===== config.mk =====
export PLATFORM = sky130hd
export DESIGN_NAME = sw_sample_packer
export DESIGN_NICKNAME = d
export VERILOG_FILES = /design/src/rtl/sw_pkg.sv /design/src/rtl/sync2.sv /design/src/rtl/sw_sample_packer.sv
export SDC_FILE = /design/constraint.sdc
export NUM_CORES = 1
export LEC_CHECK = 0
export BUFFER_PORTS_ARGS = -buffer_cell sky130_fd_sc_hd__buf_2
export CAP_MARGIN = 15
export CORE_MARGIN = 2
export CORE_UTILIZATION = 38
export DETAILED_ROUTE_END_ITERATION = 8
export HOLD_SLACK_MARGIN = 0.06
export PLACE_DENSITY = 0.6
export SYNTH_ARGS = -nofsm -noshare
export SYNTH_HDL_FRONTEND = slang
export SYNTH_SLANG_ARGS = --single-unit

===== constraint.sdc =====
create_clock -name clk -period 2.7 [get_ports clk]
set_input_delay 0 -clock clk [delete_from_list [all_inputs] [get_ports clk]]
set_output_delay 0 -clock clk [all_outputs]
set_load 0.01 [all_outputs]

===== src/rtl/sw_pkg.sv =====
// Shared types and constants for the sample packer: default word width,
// output-holder state encoding and the counter-width helper.
package sw_pkg;

  localparam int WIDTH_DEFAULT = 8;

  typedef enum logic {
    EMPTY = 1'b0,
    FULL  = 1'b1
  } hold_state_t;

  // Smallest r with 2**r >= value, evaluated at elaboration time for counter sizing.
  function automatic int clog2(input int value);
    int r;
    r = 0;
    for (int i = 0; i < 32; i++) begin
      if ((32'sd1 <<< i) < value) begin
        r = i + 32'sd1;
      end else begin
        r = r;
      end
    end
    return r;
  endfunction

endpackage


===== src/rtl/sync2.sv =====
// 1-bit two-flop synchronizer with asynchronous active-low reset.
// The first stage is exported so a follower can register an edge that lines up with q.
module sync2 (
  input  logic clk,
  input  logic rst_n,
  input  logic d,
  output logic q,
  output logic stage1
);

  // Two-stage capture of the asynchronous input.
  always_ff @(posedge clk or negedge rst_n) begin
    if (!rst_n) begin
      stage1 <= 1'b0;
      q      <= 1'b0;
    end else begin
      stage1 <= d;
      q      <= stage1;
    end
  end

endmodule


===== src/rtl/sw_sample_packer.sv =====
// Synchronizes the fn_sw selector output, reports its edges and packs
// enabled samples MSB-first into WIDTH-bit words behind a one-entry holder.
module sw_sample_packer
  import sw_pkg::*;
#(
  parameter int WIDTH = WIDTH_DEFAULT
) (
  input  logic             clk,
  input  logic             rst_n,
  input  logic             y,
  input  logic             sample_en,
  input  logic             clear,
  output logic [WIDTH-1:0] out_data,
  output logic             out_valid,
  input  logic             out_ready,
  output logic             rise_pulse,
  output logic             fall_pulse,
  output logic             overflow
);

  localparam int             CW       = clog2(WIDTH);
  localparam logic [CW-1:0]  CNT_LAST = CW'(WIDTH - 1);
  localparam logic [CW-1:0]  CNT_ONE  = CW'(32'd1);

  logic             y_s;
  logic             y_pre_s;
  logic             sample_s;
  logic             complete_s;
  logic [WIDTH-1:0] word_s;
  logic [CW-1:0]    cnt_r;
  logic [CW-1:0]    cnt_n;
  // Only the samples preceding the completing one need storage.
  logic [WIDTH-2:0] shift_r;
  logic [WIDTH-2:0] shift_n;
  hold_state_t      state_r;
  hold_state_t      state_n;
  logic [WIDTH-1:0] data_n;
  logic             ovf_n;

  sync2 u_sync_y (
    .clk    (clk),
    .rst_n  (rst_n),
    .d      (y),
    .q      (y_s),
    .stage1 (y_pre_s)
  );

  // Edge pulses: y_pre_s is the value y_s takes next, so each pulse is high
  // in exactly the cycle where y_s differs from its previous value.
  always_ff @(posedge clk or negedge rst_n) begin
    if (!rst_n) begin
      rise_pulse <= 1'b0;
      fall_pulse <= 1'b0;
    end else begin
      rise_pulse <= y_pre_s & ~y_s;
      fall_pulse <= ~y_pre_s & y_s;
    end
  end

  // Sample acceptance, word assembly and counter/shift next state; clear beats sample_en.
  always_comb begin
    sample_s   = sample_en & ~clear;
    complete_s = sample_s && (cnt_r == CNT_LAST);
    word_s     = {shift_r, y_s};
    cnt_n      = cnt_r;
    shift_n    = shift_r;
    if (clear) begin
      cnt_n   = {CW{1'b0}};
      shift_n = {(WIDTH-1){1'b0}};
    end else if (sample_s) begin
      shift_n = word_s[WIDTH-2:0];
      if (complete_s) begin
        cnt_n = {CW{1'b0}};
      end else begin
        cnt_n = cnt_r + CNT_ONE;
      end
    end else begin
      cnt_n   = cnt_r;
      shift_n = shift_r;
    end
  end

  // Bit counter and shift register.
  always_ff @(posedge clk or negedge rst_n) begin
    if (!rst_n) begin
      cnt_r   <= {CW{1'b0}};
      shift_r <= {(WIDTH-1){1'b0}};
    end else begin
      cnt_r   <= cnt_n;
      shift_r <= shift_n;
    end
  end

  // Output holder next state: load, accept, replace-on-accept or drop-with-overflow.
  always_comb begin
    state_n = state_r;
    data_n  = out_data;
    ovf_n   = overflow;
    case (state_r)
      EMPTY: begin
        if (complete_s) begin
          state_n = FULL;
          data_n  = word_s;
        end else begin
          state_n = EMPTY;
        end
      end
      FULL: begin
        if (complete_s) begin
          state_n = FULL;
          if (out_ready) begin
            data_n = word_s;
          end else begin
            ovf_n = 1'b1;
          end
        end else if (out_ready) begin
          state_n = EMPTY;
        end else begin
          state_n = FULL;
        end
      end
      default: begin
        state_n = EMPTY;
      end
    endcase
    if (clear) begin
      ovf_n = 1'b0;
    end else begin
      ovf_n = ovf_n;
    end
  end

  // Holder state and registered outputs.
  always_ff @(posedge clk or negedge rst_n) begin
    if (!rst_n) begin
      state_r   <= EMPTY;
      out_data  <= {WIDTH{1'b0}};
      out_valid <= 1'b0;
      overflow  <= 1'b0;
    end else begin
      state_r   <= state_n;
      out_data  <= data_n;
      out_valid <= (state_n == FULL);
      overflow  <= ovf_n;
    end
  end

endmodule


==> parameters.txt <==
Parameter                              Value

STA
  Max-slew violation count    0
  Period utilization    0.769
  Transition time at the pin with the least slew margin    0.785 ns
  Setup_tns    0 ns
  Slew margin rel.    0.472
  Setup repair after global routing missed its margin    false
  Finish-stage setup viols    0
  Final count of hold timing violations    0
  Fmax    0.481 GHz
  Time the final worst path needs with I/O delays and setup    2.08 ns
  Clock tree skew after final layout    0.00865 ns

CTS
  TritonCTS clock tree    done
  Post-cts gate resize count    0
  Latest clock arrival within the worst-skew pair    0.31 ns
  Hold buffers post-CTS    4
  H-tree level count    2
  Count of clock tree sinks    53
  TritonCTS buffer count    5
  Clock-pin slew reported for the worst setup and hold paths after clock tree synthesis    0.10 ns
  Post-CTS setup buffers    0
  CTS root buffer    sky130_fd_sc_hd__clkbuf_8
  Max Root-Sink Buffers    2

Synth
  Share of Yosys cell area claimed by the top area cell type    0.524
  Top cells by count, synth    sky130_fd_sc_hd__dfrtp_1 (53), sky130_fd_sc_hd__nor2_1 (46), sky130_fd_sc_hd__xor2_1 (23)
  Most instantiated flip-flop cell in the synthesis netlist    sky130_fd_sc_hd__dfrtp_1
  Number of warnings reported in the yosys synthesis log    0
  Share of async-settable or async-resettable flops after synthesis    1.00
  Number of standard cells after synthesis    236
  Most numerous cell in the Yosys netlist    sky130_fd_sc_hd__dfrtp_1
  Dominant cell type by area after synthesis    sky130_fd_sc_hd__dfrtp_1
  #FFs+latches synth    53
  Number of distinct library cell variants in the gate-level netlist after synthesis    40
  Syn Nets    243
  Synthesized area divided by synthesized cell count    10.7 um^2
  Area of the mapped netlist    2530 um^2
  Part of the Yosys area used for sequential elements    0.524
  Number of enable-type register cells in the synthesized netlist    0
  Cells taking the most area after synthesis    sky130_fd_sc_hd__dfrtp_1 (52%), sky130_fd_sc_hd__xor2_1 (8.0%), sky130_fd_sc_hd__nor2_1 (6.8%), sky130_fd_sc_hd__mux2_4 (4.7%), sky130_fd_sc_hd__nand3_1 (3.4%)

GRT
  Global-route usage over all layers    0.153
  Global route overflow    0
  Global-route wire length before repair    8820 um
  Initial antenna violation count    0
  Largest net degree at the start of global routing    33
  Number of global-route vias before repair    1792

Worst setup path
  Crit Path Category    reg2reg
  Required time at the endpoint of the critical path    2.89 ns
  Startpoint type of the worst setup path    register
  CP arrival    2.27 ns
  Slowest cell on crit path    sky130_fd_sc_hd__or4_1
  Delay contributed by the slowest stage of the critical path    0.59 ns
  Highest net fanout along the worst path    8
  Cell-by-cell trace of the critical path    or4_1 > nor3_4 > nand3_2 > nor2b_2 > buf_4 > mux2_4
  Crit path capture type    register

Placement
  Half-perimeter wire length after placement    3410 um
  Routability-driven placement congestion ratio    0.846
  Number of port buffers    17
  Cell count after placement    328

Die
  Die Outline Area    7330 um^2
  Standard-cell row count    29
  Count of boundary I/O pins    18
  Die span in y    85.6 um
  Die span in x    85.6 um
  Area of the core region    6390 um^2
  Starting density of the core    0.396

Final layout
  Area growth syn-to-layout    12.3%
  Antenna diode count    0
  Post-layout net count    269
  Share of layout cells above drive strength 1    0.179
  Count of placed standard cells in the final layout, fillers left out    340

Routing
  Via density per instance    5.21
  WL final    5020 um
  DRC Markers    0
  Average wire per cell in the routed design    14.8 um
  Pre-antenna DRT Iters    4
  Overall via count from detail_route    1772
  DRT iter0 DRCs    91
  Number of nets with antenna violations after routing    0

Power
  Static leakage power    1.32 nW
  Power per unit of standard cell area    464 nW/um^2
  Worst vdd rail ir drop    0.000262 V

Job
  Number of violations of the max-capacitance limit    0

Status
  Run status    completed

Min path
  Type of the most critical hold path    in2reg
cells in the final DEF (no fill, tap or decap), drive strengths merged:
cell	count
dfrtp	53
nor2	46
xor2	23
buf	22
nand3	18
nand2	12
nand4	12
mux2	8
mux2i	7
nor4	7
nor3	7
xnor2	6
clkbuf	5
nor2b	5
and3	5
dlygate4sd3	4
or4	3
inv	3
and4	2
nand2b	1
or2b	1
o211ai	1
nand4b	1
nand3b	1
and2	1
o21ba	1
a32o	1
a22o	1
o21ai	1
or3	1
a21oi	1
ha	1
clkinvlp	1
clkinv	1
stage by stage:
stage	setup WS, ns	hold slack [ns]	area [um^2]	power (mW)	util
finish	0.623	0.154	2840	1.32	0.445
global route	0.501	0.156	2840	1.38	0.445
CTS	0.609	0.148	2840	1.34	0.445
detailed placement	0.649	0.101	2710	0.877	0.425
global placement	0.672	0.0879	2710	0.875	0.425
floorplan	0.773	-0.296	2530	0.846	-
where the power goes:
part | internal (mW) | switching [mW]
sequential | 0.800 | 0.00602
combinational | 0.0189 | 0.0373
clock | 0.185 | 0.270
cell type report:
| class | count | area, um^2 |
|---|---|---|
| Inverter | 2 | 7.51 |
| Fill cell | 622 | 3540 |
| Tap cell | 77 | 96.3 |
| Sequential cell | 53 | 1330 |
| Multi-Input combinational cell | 174 | 1160 |
| Clock buffer | 5 | 68.8 |
| Timing Repair Buffer | 26 | 163 |
| Clock inverter | 3 | 21.3 |
worst paths after layout:
path | endpoint | cells past startpoint | slack [ns] | start
worst max-delay path | out_data[1] | 6 | 0.62 | cnt_r[21]
worst min-delay path | shift_r[2] | 3 | 0.15 | sample_en
worst max register to register | out_data[1] | 6 | 0.62 | cnt_r[21]
worst min register to register | u_sync_y.q | 0 | 0.42 | u_sync_y.stage1
max in group asynchronous | overflow | 3 | 1.68 | rst_n
min in group asynchronous | cnt_r[15] | 2 | 0.27 | rst_n
layer usage:
metal | wire [um] | GRT usage
met1 | 2490 | 0.223
met2 | 2290 | 0.228
met4 | 68 | 0.0534
met5 | 0 | 0
met3 | 164 | 0.0308
flip-flops by register name (all words and copies together), names as in the netlist:
register	count
u_sync_y.stage1	1
overflow	1
u_sync_y.q	1
fall_pulse	1
state_r	1
out_data	8
shift_r	7
cnt_r	32
rise_pulse	1
worst max-delay path, delay by kind of cell, from the launching register on:
family | cells | cell delay (ns)
buf+inv | 1 | 0.20
flops | 1 | 0.45
mux | 1 | 0.32
simple gates | 4 | 0.99
cells by family (layout without fill, tap and decap cells):
family | after synthesis | after routing | share of synthesized area
xor+xnor | 29 | 29 | 0.100
flops | 53 | 53 | 0.524
simple gates | 123 | 123 | 0.259
buf+inv | 9 | 36 | 0.0178
compound gates | 6 | 6 | 0.0183
mux | 15 | 15 | 0.0752
fa+ha+maj | 1 | 1 | 0.00494
Note: power is estimated with default switching activity, not from simulation.
